## src/rtl/spi_master_pkg.sv

```systemverilog
// Shared types and sizing helpers for the SPI mode-0 master controller.
// Used by spi_master_ctrl and spi_sclk_gen.
package spi_master_pkg;

    typedef enum logic [1:0] {
        IDLE  = 2'd0,
        START = 2'd1,
        SHIFT = 2'd2,
        DONE  = 2'd3
    } spi_state_e;

    localparam int SPI_DEFAULT_BITWIDTH = 32;
    localparam int SPI_CNT_W            = $clog2(SPI_DEFAULT_BITWIDTH) + 1;

    // Bit counter / length width: must hold the value BITWIDTH itself.
    function automatic int spi_cnt_w(input int bitwidth);
        return $clog2(bitwidth) + 1;
    endfunction

    // Divider counter width; at least one bit even when CLK_DIV is 1.
    function automatic int spi_div_w(input int clk_div);
        return (clk_div > 1) ? $clog2(clk_div) : 1;
    endfunction

endpackage

```

## src/rtl/spi_sclk_gen.sv

```systemverilog
// SCLK divider for the SPI master: toggles SCLK every CLK_DIV enabled cycles
// and flags the cycle whose closing clock edge makes SCLK rise or fall.
module spi_sclk_gen
    import spi_master_pkg::*;
#(
    parameter int CLK_DIV = 4
) (
    input  logic clk,
    input  logic rst_n,
    input  logic i_en,
    output logic o_sclk,
    output logic o_rise_pulse,
    output logic o_fall_pulse
);

    localparam int               DIV_W    = spi_div_w(CLK_DIV);
    localparam logic [DIV_W-1:0] DIV_LAST = DIV_W'(CLK_DIV - 1);

    logic [DIV_W-1:0] r_div;
    logic             r_sclk;
    logic             w_tick;

    // The strobes mark the cycle in which the edge is registered, so the
    // controller acts on the same clock edge that moves SCLK.
    assign w_tick       = i_en && (r_div == DIV_LAST);
    assign o_rise_pulse = w_tick && !r_sclk;
    assign o_fall_pulse = w_tick && r_sclk;
    assign o_sclk       = r_sclk;

    always_ff @(posedge clk or negedge rst_n) begin
        if (!rst_n) begin
            r_div  <= '0;
            r_sclk <= 1'b0;
        end else if (!i_en) begin
            r_div  <= '0;
            r_sclk <= 1'b0;
        end else if (w_tick) begin
            r_div  <= '0;
            r_sclk <= ~r_sclk;
        end else begin
            r_div  <= r_div + 1'b1;
        end
    end

endmodule

```

## src/rtl/spi_master_ctrl.sv

```systemverilog
// SPI mode-0 master: loads a word from a val/rdy request, shifts it out MSB
// first while capturing MISO, and returns the reply on a val/rdy response.
// Optional: SPI_MASTER_PKT_LEN_EN adds a per-request pkt_len (bits to transfer).
//
// Handshakes: a transfer on either port happens on the rising clk edge where
// val and rdy are both high; val must then be held until that edge, and data
// is stable while val is high.
module spi_master_ctrl
    import spi_master_pkg::*;
#(
    parameter int BITWIDTH = 32,
    parameter int CLK_DIV  = 4
) (
    input  logic                       clk,
    input  logic                       reset,
    input  logic                       send_val,
    output logic                       send_rdy,
    input  logic [BITWIDTH-1:0]        send_data,
`ifdef SPI_MASTER_PKT_LEN_EN
    input  logic [$clog2(BITWIDTH):0]  pkt_len,
`endif
    output logic                       recv_val,
    input  logic                       recv_rdy,
    output logic [BITWIDTH-1:0]        recv_data,
    output logic                       spi_sclk,
    output logic                       spi_cs_n,
    output logic                       spi_mosi,
    input  logic                       spi_miso,
    output spi_state_e                 dbg_state
);

    localparam int               CNT_W    = spi_cnt_w(BITWIDTH);
    localparam int               DIV_W    = spi_div_w(CLK_DIV);
    localparam logic [DIV_W-1:0] DIV_LAST = DIV_W'(CLK_DIV - 1);

    spi_state_e          r_state;
    logic                r_send_rdy;
    logic                r_recv_val;
    logic                r_cs_n;
    logic [BITWIDTH-1:0] r_shift;
    logic                r_sample;
    logic [DIV_W-1:0]    r_setup_cnt;
    logic [CNT_W-1:0]    r_bit_cnt;

    logic [BITWIDTH-1:0] w_load_data;
    logic [CNT_W-1:0]    w_last_bit;
    logic                w_sclk_en;
    logic                w_rise;
    logic                w_fall;

`ifdef SPI_MASTER_PKT_LEN_EN
    logic [CNT_W-1:0] r_len;
    logic [CNT_W-1:0] w_len;

    // Out-of-range lengths fall back to a full word; the short word is
    // left-aligned so MOSI always comes from the register MSB.
    assign w_len       = (pkt_len == '0 || pkt_len > CNT_W'(BITWIDTH)) ?
                         CNT_W'(BITWIDTH) : pkt_len;
    assign w_load_data = send_data << (CNT_W'(BITWIDTH) - w_len);
    assign w_last_bit  = r_len - 1'b1;

    always_ff @(posedge clk or negedge reset) begin
        if (!reset) begin
            r_len <= CNT_W'(BITWIDTH);
        end else if (r_state == IDLE && send_val && r_send_rdy) begin
            r_len <= w_len;
        end
    end
`else
    assign w_load_data = send_data;
    assign w_last_bit  = CNT_W'(BITWIDTH - 1);
`endif

    assign w_sclk_en = (r_state == SHIFT);

    spi_sclk_gen #(
        .CLK_DIV (CLK_DIV)
    ) u_sclk_gen (
        .clk          (clk),
        .rst_n        (reset),
        .i_en         (w_sclk_en),
        .o_sclk       (spi_sclk),
        .o_rise_pulse (w_rise),
        .o_fall_pulse (w_fall)
    );

    always_ff @(posedge clk or negedge reset) begin
        if (!reset) begin
            r_state     <= IDLE;
            r_send_rdy  <= 1'b1;
            r_recv_val  <= 1'b0;
            r_cs_n      <= 1'b1;
            r_shift     <= '0;
            r_sample    <= 1'b0;
            r_setup_cnt <= '0;
            r_bit_cnt   <= '0;
        end else begin
            case (r_state)
                IDLE: begin
                    if (send_val && r_send_rdy) begin
                        r_state     <= START;
                        r_send_rdy  <= 1'b0;
                        r_cs_n      <= 1'b0;
                        r_shift     <= w_load_data;
                        r_setup_cnt <= '0;
                        r_bit_cnt   <= '0;
                    end
                end
                START: begin
                    if (r_setup_cnt == DIV_LAST) begin
                        r_state     <= SHIFT;
                        r_setup_cnt <= '0;
                    end else begin
                        r_setup_cnt <= r_setup_cnt + 1'b1;
                    end
                end
                SHIFT: begin
                    if (w_rise) begin
                        r_sample <= spi_miso;
                    end
                    // Shifting on the falling edge moves MOSI to the next bit
                    // and pushes the bit sampled on the preceding rise.
                    if (w_fall) begin
                        r_shift   <= {r_shift[BITWIDTH-2:0], r_sample};
                        r_bit_cnt <= r_bit_cnt + 1'b1;
                        if (r_bit_cnt == w_last_bit) begin
                            r_state    <= DONE;
                            r_cs_n     <= 1'b1;
                            r_recv_val <= 1'b1;
                        end
                    end
                end
                DONE: begin
                    if (recv_rdy) begin
                        r_state    <= IDLE;
                        r_recv_val <= 1'b0;
                        r_send_rdy <= 1'b1;
                    end
                end
                default: begin
                    r_state <= IDLE;
                end
            endcase
        end
    end

    assign send_rdy  = r_send_rdy;
    assign recv_val  = r_recv_val;
    assign recv_data = r_shift;
    assign spi_cs_n  = r_cs_n;
    assign spi_mosi  = r_shift[BITWIDTH-1];
    assign dbg_state = r_state;

    a_rdy_only_idle : assert property (@(posedge clk) disable iff (!reset)
        r_send_rdy == (r_state == IDLE));
    a_val_only_done : assert property (@(posedge clk) disable iff (!reset)
        r_recv_val == (r_state == DONE));
    a_sclk_needs_cs : assert property (@(posedge clk) disable iff (!reset)
        r_cs_n |-> !spi_sclk);

endmodule

```

## config.mk

```make
export PLATFORM = sky130hd
export DESIGN_NAME = spi_master_ctrl
export DESIGN_NICKNAME = d
export VERILOG_FILES = /design/src/rtl/spi_master_pkg.sv /design/src/rtl/spi_sclk_gen.sv /design/src/rtl/spi_master_ctrl.sv
export SDC_FILE = /design/constraint.sdc
export NUM_CORES = 1
export LEC_CHECK = 0
export CORE_ASPECT_RATIO = 0.6
export CORE_MARGIN = 2
export CORE_UTILIZATION = 25
export CTS_CLUSTER_DIAMETER = 40
export DETAILED_ROUTE_END_ITERATION = 10
export SLEW_MARGIN = 20
export SYNTH_ARGS = -nofsm -noshare
export SYNTH_HDL_FRONTEND = slang
export SYNTH_HIERARCHICAL = 1
export SYNTH_SLANG_ARGS = --single-unit
```

## constraint.sdc

```tcl
create_clock -name clk -period 2.7 [get_ports clk]
set_input_delay 0.54 -clock clk [delete_from_list [all_inputs] [get_ports clk]]
set_output_delay 0.54 -clock clk [all_outputs]
set_load 0.01 [all_outputs]
```

Word-level counts from Yosys, hierarchy flattened
Cells that the tools add are included.
{ "word_totals": {"reg_bits": 49, "latch_bits": 0, "mem_bits_rw": 0, "rom_bits": 0, "in_bits": 37, "word_cells": 70, "n_memories": 0} }
{ "op_classes": {"addsub": 3, "n_mul": 0, "n_div": 0, "magnitude_cmp": 0, "n_eq_ne": 12, "shift": 0, "n_mux": 27, "bitwise_logic": 1, "reduce_logical": 17} }
{ "ops": {"columns": ["operator", "count"], "rows": [
  ["32-bit two-way mux", 2],
  ["32-bit case mux with 2 select lines", 1],
  ["2-bit two-way mux", 9],
  ["6-bit two-way mux", 2],
  ["2-bit inequality test (second input constant)", 6],
  ["6-bit case mux with 2 select lines", 1],
  ["2-bit == test (second input constant)", 4],
  ["2-bit case mux with 4 select lines", 1],
  ["4-bit AND reduction", 2],
  ["2-bit nonzero test", 4],
  ["1-bit two-way mux", 7],
  ["6-bit by 1-bit adder with 6-bit output (second input constant)", 1],
  ["6-bit by 5-bit == test with 1-bit output (second input constant)", 1],
  ["1-bit case mux with 2 select lines", 3],
  ["3-bit AND reduction", 2],
  ["5-bit AND reduction", 1],
  ["2-bit by 1-bit adder with 2-bit output (second input constant)", 2],
  ["1-bit logical AND", 4],
  ["2-bit case mux with 2 select lines", 1],
  ["2-bit AND reduction", 2],
  ["2-bit by 1-bit == test with 1-bit output (second input constant)", 1],
  ["2-bit logical NOT", 1],
  ["1-bit logical NOT", 1],
  ["1-bit inverter", 1]
]} }

Logic depth before layout (Yosys ltp)
Gate-level depths: netlist (run 1).
{ "depth": {"word_depth": 5, "ltp_mapped": 8, "ltp_nobuf": 7} }

Hierarchy
The synthesis (run 1) kept the hierarchy.
{ "modules_own_cells": {"columns": ["mod", "instances", "cells_per_inst", "area_per_inst_um2", "seq_area_each_um2"], "rows": [
  ["spi_master_ctrl", 1, 215, 2275.9, 1153.6],
  ["spi_sclk_gen", 1, 11, 135.1, 75.1]
]} }

Worst setup path before layout (run 1)
No wires, ideal clock.
{ "synth_timing": {"path_kind": "flip-flop to flip-flop", "start": "register r_state[0], in the netlist dbg_state[0]", "end": "register r_state[1], in the netlist dbg_state[1]", "setup_ns": 0.128, "arrival_time_ns": 1.977, "required_time_ns": 2.572, "setup_slack_ns": 0.595, "path_stages_with_launch": 8, "n_path_buf": 0, "period_less_slack_ns": 2.105, "path_cell_list": "dfrtp_1 inv_1 ha_1 and3_2 inv_1 or4b_4 a21oi_2 mux2_1"} }
{ "synth_via": {"elab_chain_cells": 5} }
{ "synth_lines": {"columns": ["item", "line_no", "source"], "rows": [
  ["start: declaration", "spi_master_ctrl.sv:36", "spi_state_e r_state;"],
  ["start signal: assignment", "spi_master_ctrl.sv:89", "r_state <= IDLE;"],
  ["start signal: assignment", "spi_master_ctrl.sv:101", "r_state <= START;"],
  ["start signal: assignment", "spi_master_ctrl.sv:111", "r_state <= SHIFT;"],
  ["2-bit == test", "spi_master_ctrl.sv:74", "assign w_sclk_en = (r_state == SHIFT);"],
  ["named net w_sclk_en", "spi_master_ctrl.sv:47", "logic w_sclk_en;"],
  ["1-bit logical AND", "spi_sclk_gen.sv:25", "assign w_tick = i_en && (r_div == DIV_LAST);"],
  ["1-bit logical AND", "spi_sclk_gen.sv:27", "assign o_fall_pulse = w_tick && r_sclk;"],
  ["named net w_fall", "spi_master_ctrl.sv:49", "logic w_fall;"],
  ["2-bit inequality test (no line)", null, null],
  ["5-bit AND reduction (no line)", null, null]
]} }
The timed path passes the listed nets, and every way through them passes these cells.
A chain may end at the register's enable or synchronous reset.

Worst setup path after layout (run 1)
{ "layout_timing": {"start": "register r_state[0], in the netlist dbg_state[0]", "end": "register r_shift[31], in the netlist recv_data[31]"} }
{ "layout_via": {"elab_chain_cells": 5} }
{ "layout_lines": {"columns": ["item", "line_no", "source"], "rows": [
  ["2-bit == test", "spi_master_ctrl.sv:74", null],
  ["named net w_sclk_en", "spi_master_ctrl.sv:47", null],
  ["1-bit logical AND", "spi_sclk_gen.sv:25", null],
  ["1-bit logical AND", "spi_sclk_gen.sv:27", null],
  ["named net w_fall", "spi_master_ctrl.sv:49", null],
  ["2-bit inequality test (no line)", null, null],
  ["3-bit AND reduction (no line)", null, null],
  ["end signal: assignment", "spi_master_ctrl.sv:104", "r_shift <= w_load_data;"],
  ["end signal: assignment", "spi_master_ctrl.sv:124", "r_shift <= {r_shift[BITWIDTH-2:0], r_sample};"],
  ["end: declaration", "spi_master_ctrl.sv:40", "logic [BITWIDTH-1:0] r_shift;"]
]} }
The timed path passes the listed nets, and every way through them passes these cells.

==> run summary, run 1 <==
Crit path setup slack, layout: 0.467 ns
DIE WIDTH: 131 µm
Ant. Diodes: 0
Final instance area: 0.00347 mm²
Final-stage net count: 345
Switch Pwr: 365 µW
Power Density: 481 mW/mm²
Post-DR wirelength/cell: 13.4 µm
Via count: 1,877
Post-CTS Setup Bufs: 0
Asr flop ratio synth: 100%
Seq cells post-synth: 49
Int Power: 1310 µW
Later-pin clock latency in the skew report: 0.29 ns
Yosys cell types: 40
Total track usage: 11.4%
Final Hold Viols: 0
Sequential-to-total area share from yosys stat: 51.0%
Fin crit period: 2.23 ns
Syn Std Cell Area: 0.00241 mm²
Post-route ant nets: 0
CORE AREA: 0.00926 mm²
Final setup skew: 0.00653 ns
First-pass GRT wire length: 9230 µm
Clk sinks: 49
Number of DRC markers in iteration 0: 111
Worst path max stage delay: 0.55 ns
Top cell type's share of synthesized area: 48.8%
Max cap viols: 0
Post-DP HPWL: 4100 µm
Startpoint Class: flop
Die Y: 80.1 µm
Worst path buffer plus inverter count: 2
# rows: 27
Routed wire length: 5790 µm
FMAX: 0.448 GHz
TritonCTS clock tree: done
Grt ovf: 0
Hold Crit Class: input pin to async pin
Delay-heaviest family, CP: simple AND/OR/NAND/NOR gates
Status: finished, final reports clean
Comb pwr share: 10.3%
CP max stage cell: nor2_4
Placed cell area: 0.00331 mm²
CTS HTree Levels: 2
Post-route DRC: 0
Worst-Margin Slew: 0.660 ns
Dpl ws: 0.386 ns
Starting Density: 26.0%
WP data arrival: 2.45 ns
Max VDD drop: 0.236 mV
Slew HR: 55.9%
Seq pwr share: 46.7%
Count leader, synth: dfrtp_1
Worst EP required: 2.91 ns
Synth Warn #: 6
Clk buf depth: 2
Largest net degree at the start of global routing: 50
Area contributors post-synth: dfrtp_1 49%, mux2i_1 14%, a21oi_1 6.9%
Area growth syn-to-layout: 44.1%
Router iterations before antenna repair: 4
Hold WS: 0.348 ns
Switching share of total power: 21.8%
Number of synthesized flops with an enable pin: 0
CTS buffer count: 5
Clock transition at path regs: 0.07 ns
CP Cell Sequence: inv_1, ha_2, and3_2, mux2i_2, nor2_4, buf_12, nor2_1, a21oi_1
Clk Tree Root Cell: clkbuf_16
Die ar.: 0.0105 mm²
Crit Path Class: flop to flop
Final Power: 1670 µW
CTS resizes: 0
Cell type with the largest total area after synthesis: dfrtp_1
Top FF cell, synth: dfrtp_1
Setup_tns: 0 ns
Cells after Synth: 226
Vias in the first global route: 1,812
Final Max Slew Viols: 0
Initial antenna violation count: 0
CP endpoint kind: flop
Proportion of power drawn by the clock network: 43.0%
Avg Synthesized Cell Area: 10.7 µm²
Via-to-Cell Ratio: 4.35
PortBufs: 75
Share of cells above drive strength 1: 8.64%
Setup violators final: 0
Ports: 76
Tcrit/Tclk final: 82.7%
Static leakage: 0.00134 µW
Hold buffers post-CTS: 0
Top post-synthesis cells by count: 47 x dfrtp_1, 40 x nor2_1, 33 x a21oi_1, 33 x mux2i_1, 8 x ha_1
RD Place Congestion: 0.751
Worst-path fanout max: 37
Mapped Nets: 271
RSZ-0062 raised after global routing: no
==> power groups by stage <==
stage               logic [µW]  registers [µW]  clock network (µW)
floorplan                 36.4             802                   0
detailed placement         176             795                   0
global placement           173             795                   0
finish                     172             781                 718
global route               190             785                 779
CTS                        176             782                 741
==> state kept, by name (all words and copies together) (netlist names) <==
name	count
recv_data	32
spi_cs_n	1
send_rdy	1
u_sclk_gen/r_div	2
r_sample	1
recv_val	1
r_setup_cnt	2
dbg_state	2
r_bit_cnt	6
u_sclk_gen/o_sclk	1
==> worst paths after layout <==
check                               startpoint             endpoint  slack (ns)  cells past startpoint
max                               dbg_state[0]        recv_data[31]        0.47                      8
min                                      reset       r_setup_cnt[1]        0.35                      2
max reg2reg                       dbg_state[0]        recv_data[31]        0.47                      8
min reg2reg                u_sclk_gen/r_div[0]  u_sclk_gen/r_div[0]        0.45                      1
max in group asynchronous                reset        recv_data[18]        1.91                      2
min in group clk           u_sclk_gen/r_div[0]  u_sclk_gen/r_div[0]        0.45                      1
==> per-stage QoR <==
step                util (%)  instances
floorplan                  -        226
finish                  37.5        431
detailed placement      35.7        423
global route            37.5        431
CTS                     37.5        431
global placement        35.7        423
==> cell families after synthesis <==
group,after synthesis,synth area share [%]
muxes,36,15.2
AOI/OAI and AO/OA,45,10.9
adders and majority gates,8,4.15
and+or+nand+nor,66,13.3
buffers and inverters,17,3.63
DFF,49,51.0
xor gates and xnor gates,5,1.82
==> cells in the final DEF, fill, tap and decap left out, types with 4 or more instances in the layout <==
master | synthesis | routed
dfrtp_1 | 47 | 47
nor3b_1 | 4 | 4
inv_1 | 4 | 4
nand3_1 | 5 | 5
xnor2_1 | 4 | 4
clkdlybuf4s50_1 | 0 | 74
ha_1 | 8 | 7
nand2_1 | 4 | 4
a21oi_1 | 33 | 33
clkbuf_16 | 0 | 5
mux2i_1 | 33 | 33
nor2_1 | 40 | 39
buf_4 | 1 | 4
==> routing by layer <==
metal	global-route usage (%)	vias up	share of wire [%]
met4	3.19	0	0.88
met5	0	-	0
met1	17.6	883	52
met3	4.00	5	7.4
met2	14.6	58	39
li1	-	931	-
==> area by class of cell <==
class,instances,area [µm²]
flip-flops and latches,49,1230
inverters,4,15.0
repair buffers,80,796
multi-input cells,160,1100
well taps,130,163
clock buffers,6,129
fillers,918,5780
clock inverters,2,38.8
Note: power is estimated with default switching activity, not from simulation.
==> run 2: changes to the inputs <==
clock period = 1.9 ns   (was 2.7 ns; I/O delays follow)
==> run 2 against run 1 <==
Compared with the run above: the run now ends with negative setup slack left; non-clock buffer count grew 13; hold slack got worse by 0.28 ns; routed wire length increased by 1.0%; combinational power up 44%; first-iteration DRC count down 51%; register-to-register slack got worse by 0.47 ns; clock power up 19%; clock-buffer cell count rose by 2; critical path depth down 1; global-route usage grew 0.66 points.
==> run summary, run 2 (synthesized netlist as in run 1, its figures left out) <==
Die Y: 80.1 µm (unchanged)
Post-route ant nets: 0 (unchanged)
Via count: 1,913 (+1.9%)
Post-DP HPWL: 4140 µm (+0.93%)
Clk Tree Root Cell: clkbuf_16
Status: complete, but fails checks
Worst path max stage delay: 0.51 ns (-0.04 ns)
FF+latch area: 0.00123 mm² (+0.10%)
Worst-case reg-to-reg path depth: 7 (-1)
Power Density: 611 mW/mm² (+27%)
Hold buffers post-CTS: 0 (unchanged)
Area growth syn-to-layout: 50.3%
Final Hold Viols: 0 (unchanged)
Placed cell count: 435 (+2.8%)
Share of cells above drive strength 1: 13.4% (+4.7 points)
Stages on worst setup path: 7 (-1)
First-pass GRT wire length: 9810 µm (+6.4%)
Post-DR wirelength/cell: 13.2 µm (-1.9%)
CP Cell Sequence: inv_2, ha_4, and3_4, inv_2, or4b_4, a21oi_4, mux2_4
CTS HTree Levels: 2 (unchanged)
# rows: 27 (unchanged)
Worst-path fanout max: 3 (-92%)
Multi-input logic area: 0.00115 mm² (+4.0%)
Largest net degree at the start of global routing: 50 (unchanged)
Worst path buffer plus inverter count: 2 (unchanged)
CP max stage cell: or4b_4
Tcrit/Tclk final: 100% (+18 points)
Via-to-Cell Ratio: 4.31 (-1.1%)
Fin crit period: 1.91 ns (-0.326 ns)
Clk buf depth: 2 (unchanged)
Final setup skew: 0.00518 ns (-0.00134 ns)
Post-route DRC: 0 (unchanged)
Hold WS: 0.0709 ns (-0.277 ns)
DIE WIDTH: 131 µm (unchanged)
RSZ-0062 raised after global routing: yes
Ant. Diodes: 0 (unchanged)
CORE AREA: 0.00926 mm² (unchanged)
Utilization after layout: 39.1% (+1.6 points)
Starting Density: 26.0% (unchanged)
Later-pin clock latency in the skew report: 0.29 ns (about the same)
CTS buffer count: 5 (unchanged)
CP endpoint kind: flop
Router iterations before antenna repair: 4 (unchanged)
Static leakage: 0.00141 µW (+4.9%)
Setup violators final: 1 (+1)
Total track usage: 12.1% (+0.66 points)
Non-Filler Instances: 444 (+3.0%)
PortBufs: 75 (unchanged)
Commonest cells after routing, fill and taps aside: 74 x clkdlybuf4s50_1, 46 x dfrtp_1, 39 x nor2_1
Worst EP required: 2.07 ns (-0.84 ns)
Die ar.: 0.0105 mm² (unchanged)
WP data arrival: 2.08 ns (-0.37 ns)
Initial antenna violation count: 0 (unchanged)
Grt ovf: 0 (unchanged)
Final-stage net count: 358 (+3.8%)
Hold Crit Class: input pin to async pin
Largest register FFs: 32 (unchanged)
Crit Path Class: flop to flop
TritonCTS clock tree: done
RD Place Congestion: 0.757 (+0.76%)
Slew HR: 77.2% (+21 points)
Final Max Slew Viols: 0 (unchanged)
Crit-path most repeated cell: inv_2
Max VDD drop: 0.319 mV (+35%)
Vias in the first global route: 1,974 (+8.9%)
Max cap viols: 0 (unchanged)
Startpoint Class: flop
Routed wire length: 5850 µm (+1.0%)
Violated checks: negative setup slack
Clk sinks: 49 (unchanged)
Clock transition at path regs: 0.06 ns (about the same)
Fillers: 925 (+0.76%)
Worst-Margin Slew: 0.338 ns (-0.322 ns)
Ports: 76 (unchanged)
Commonest non-fill, non-tap cell in the layout: clkdlybuf4s50_1
FMAX: 0.524 GHz (+17%)
Crit path setup slack, layout: -0.00698 ns (-0.474 ns)
Delay-heaviest family, CP: simple AND/OR/NAND/NOR gates
Number of DRC markers in iteration 0: 54 (-51%)
Setup_tns: -0.00698 ns (-0.00698 ns)
==> run 2: cell count changes in the layout (fill, tap and decap cells not counted), moves of 2 or more <==
cell      previous run  this run
buf_4                4        14
buf_12               1         4
clkbuf_1             1         3
inv_1                4         2
inv_2                0         2
==> run 2: final timing paths <==
kind	startpoint	slack (ns)	end
worst min-delay path	reset	0.07	recv_data[25]
max in group asynchronous	reset	1.54	spi_cs_n
worst max register to register	dbg_state[0]	-0.007	dbg_state[1]
worst max-delay path	dbg_state[0]	-0.007	dbg_state[1]
worst min register to register	u_sclk_gen/r_div[0]	0.46	u_sclk_gen/r_div[0]
min in group clk	u_sclk_gen/r_div[0]	0.46	u_sclk_gen/r_div[0]
==> run 2: what timing repair did <==
item                                    in CTS  in global routing
resized for setup                            2                  3
pin swaps                                    1                  1
setup buffers                                0                  1
endpoints found under the setup margin       1                 36
==> run 2: layout make-up <==
cell class	count	area share (%)
clock buffers	8	3.76
inverters	4	0.414
multi-input cells	160	31.7
flip-flops and latches	49	33.9
well taps	130	4.49
repair buffers	93	25.7
==> run 2: power by group <==
group	internal, µW	leakage (µW)	switching, µW
Combinational	156	0.000767	91.9
Sequential	1080	0.000578	30.4
Clock	490	0.0000652	365
==> run 2: stage by stage <==
step                power [µW]  setup slack [ns]  area [µm²]
global placement          1380          -0.00243        3450
floorplan                 1190           -0.0647        2430
CTS                       2250           -0.0301        3600
global route              2340           -0.0754        3620
finish                    2210          -0.00698        3620
detailed placement        1380           -0.0226        3450
==> run 2: routing by layer <==
| metal | track usage, % | part of all wire (%) |
|---|---|---|
| met1 | 17.3 | 51 |
| met2 | 16.9 | 41 |
| met3 | 4.60 | 8.0 |
| met4 | 3.19 | 0.87 |
| met5 | 0 | 0 |
==> run 3: changes to the inputs <==
CORE_MARGIN = 3   (was 2)
SLEW_MARGIN = 25   (was 20)
==> run 3 against run 2 <==
Compared with the run above: die area is 4.1% higher; first-iteration DRC count down 3.7%; the flow still finishes with violations (negative setup slack); setup slack got worse by 0.021 ns; critical endpoint unchanged; largest cell class unchanged; hold slack got worse by 0.065 ns.
==> run summary, run 3 (synthesized netlist as in run 1, its figures left out) <==
Later-pin clock latency in the skew report: 0.29 ns (about the same)
Setup_tns: -0.0279 ns (-0.0209 ns)
Worst-Margin Slew: 0.397 ns (+0.0594 ns)
Max cap viols: 0 (unchanged)
Reg-to-reg critical path startpoint: dbg_state[0]
Worst-case reg-to-reg path depth: 7 (unchanged)
Ant. Diodes: 0 (unchanged)
Router iterations before antenna repair: 4 (unchanged)
Violated checks: negative setup slack
Crit path setup slack, layout: -0.0279 ns (-0.0209 ns)
WP data arrival: 2.10 ns (+0.02 ns)
FMAX: 0.519 GHz (-1.1%)
Worst-path fanout max: 3 (unchanged)
Post-route DRC: 0 (unchanged)
Via-to-Cell Ratio: 4.31 (about the same)
FF+latch area: 0.00123 mm² (unchanged)
Starting Density: 26.0% (-0.095 points)
CP endpoint kind: flop
CORE AREA: 0.00929 mm² (+0.36%)
Fillers: 895 (-3.2%)
Final instance area: 0.00359 mm² (-0.79%)
Worst reg2reg path endpoint: dbg_state[1]
Power Density: 622 mW/mm² (+1.9%)
Status: complete, but fails checks
RD Place Congestion: 0.800 (+5.7%)
Initial antenna violation count: 0 (unchanged)
Post-DR wirelength/cell: 13.1 µm (-0.46%)
Share of cells above drive strength 1: 13.8% (+0.41 points)
Vias in the first global route: 1,886 (-4.5%)
Multi-input logic area: 0.00115 mm² (unchanged)
Post-CTS Setup Bufs: 0 (unchanged)
Final Max Slew Viols: 0 (unchanged)
Clk sinks: 49 (unchanged)
RSZ-0062 raised after global routing: yes
Commonest non-fill, non-tap cell in the layout: clkdlybuf4s50_1
Commonest cells after routing, fill and taps aside: 74 x clkdlybuf4s50_1, 46 x dfrtp_1, 39 x nor2_1
R2R Setup Slk: -0.03 ns (-0.02 ns)
Static leakage: 0.00139 µW (-1.3%)
Grt ovf: 0 (unchanged)
Crit Path Class: flop to flop
Largest net degree at the start of global routing: 54 (+8.0%)
Final-stage net count: 356 (-0.56%)
Routed wire length: 5800 µm (-0.91%)
Setup violators final: 1 (unchanged)
TritonCTS clock tree: done
Die Y: 82.1 µm (+2.5%)
Largest register FFs: 32 (unchanged)
Number of DRC markers in iteration 0: 52 (-3.7%)
Max VDD drop: 0.303 mV (-4.9%)
Slew HR: 73.5% (-3.6 points)
Clock transition at path regs: 0.07 ns (about the same)
Via count: 1,903 (-0.52%)
Ports: 76 (unchanged)
Tcrit/Tclk final: 101% (+1.1 points)
Area growth syn-to-layout: 49.1%
CTS buffer count: 5 (unchanged)
Final setup skew: 0.00401 ns (-0.00117 ns)
Hold Crit Class: input pin to async pin
Die ar.: 0.0109 mm² (+4.1%)
Post-route ant nets: 0 (unchanged)
Total track usage: 11.3% (-0.84 points)
Clk buf depth: 2 (unchanged)
Final Hold Viols: 0 (unchanged)
Post-DP HPWL: 4270 µm (+3.3%)
PortBufs: 75 (unchanged)
Worst EP required: 2.08 ns (about the same)
Clk Tree Root Cell: clkbuf_16
CTS HTree Levels: 2 (unchanged)
DIE WIDTH: 133 µm (+1.5%)
Fin crit period: 1.93 ns (+0.0209 ns)
First-pass GRT wire length: 9670 µm (-1.5%)
Startpoint Class: flop
Hold buffers post-CTS: 0 (unchanged)
Placed cell area: 0.00342 mm² (-0.94%)
# rows: 27 (unchanged)
==> run 3: through the flow <==
step	instances	util, %	power [µW]	setup WS, ns	hold slack, ns
floorplan	226	-	1190	-0.0647	0.0844
global placement	434	36.8	1380	0.00510	0.336
detailed placement	434	36.8	1380	-0.0387	0.326
CTS	442	38.7	2280	-0.0203	0.00900
global route	442	38.7	2370	-0.0834	0.0337
finish	442	38.7	2240	-0.0279	0.00625
==> run 3: report_power, final <==
| group | switching (µW) | total (µW) | internal, µW | leakage (µW) |
|---|---|---|---|---|
| sequential | 31.0 | 1110 | 1080 | 0.000578 |
| combinational | 90.6 | 247 | 156 | 0.000752 |
| clock | 393 | 880 | 487 | 0.0000621 |
==> run 3: worst max-delay path by stage <==
stage	start	to	slack, ns	cells after the start
final	dbg_state[0]	dbg_state[1]	-0.03	7
after global routing	dbg_state[0]	dbg_state[1]	-0.08	7
after CTS	dbg_state[0]	dbg_state[1]	-0.02	7
after detailed placement	dbg_state[0]	dbg_state[1]	-0.04	7
after global placement	dbg_state[0]	dbg_state[1]	0.005	7
after floorplan	dbg_state[0]	dbg_state[1]	-0.06	7
==> run 3: area by class of cell <==
class / count / area share [%]
inverters: 4 / 0.418
multi-input cells: 160 / 32.0
clock buffers: 5 / 3.48
flip-flops and latches: 49 / 34.2
well taps: 130 / 4.52
repair buffers: 91 / 24.8
clock inverters: 3 / 0.627
==> run 3: metal layers <==
layer	up-vias	GRT usage, %	share of wire [%]
met4	0	3.73	1.2
met5	-	0	0
met3	8	3.86	5.6
met2	49	15.8	42
met1	880	16.1	51
li1	966	-	-
==> run 3: critical path, cell delays in order, from the launching register on <==
cell	delay, ns
dfrtp_2	0.40
inv_2	0.08
ha_4	0.13
and3_4	0.18
inv_2	0.03
or4b_4	0.51
a21oi_4	0.16
mux2_4	0.32
==> run 3: repair_timing <==
action | CTS | global route
endpoints found under the hold margin | 0 | 0
pin swaps | 0 | 0
gates resized for setup | 4 | 1
setup endpoints to repair | 6 | 39
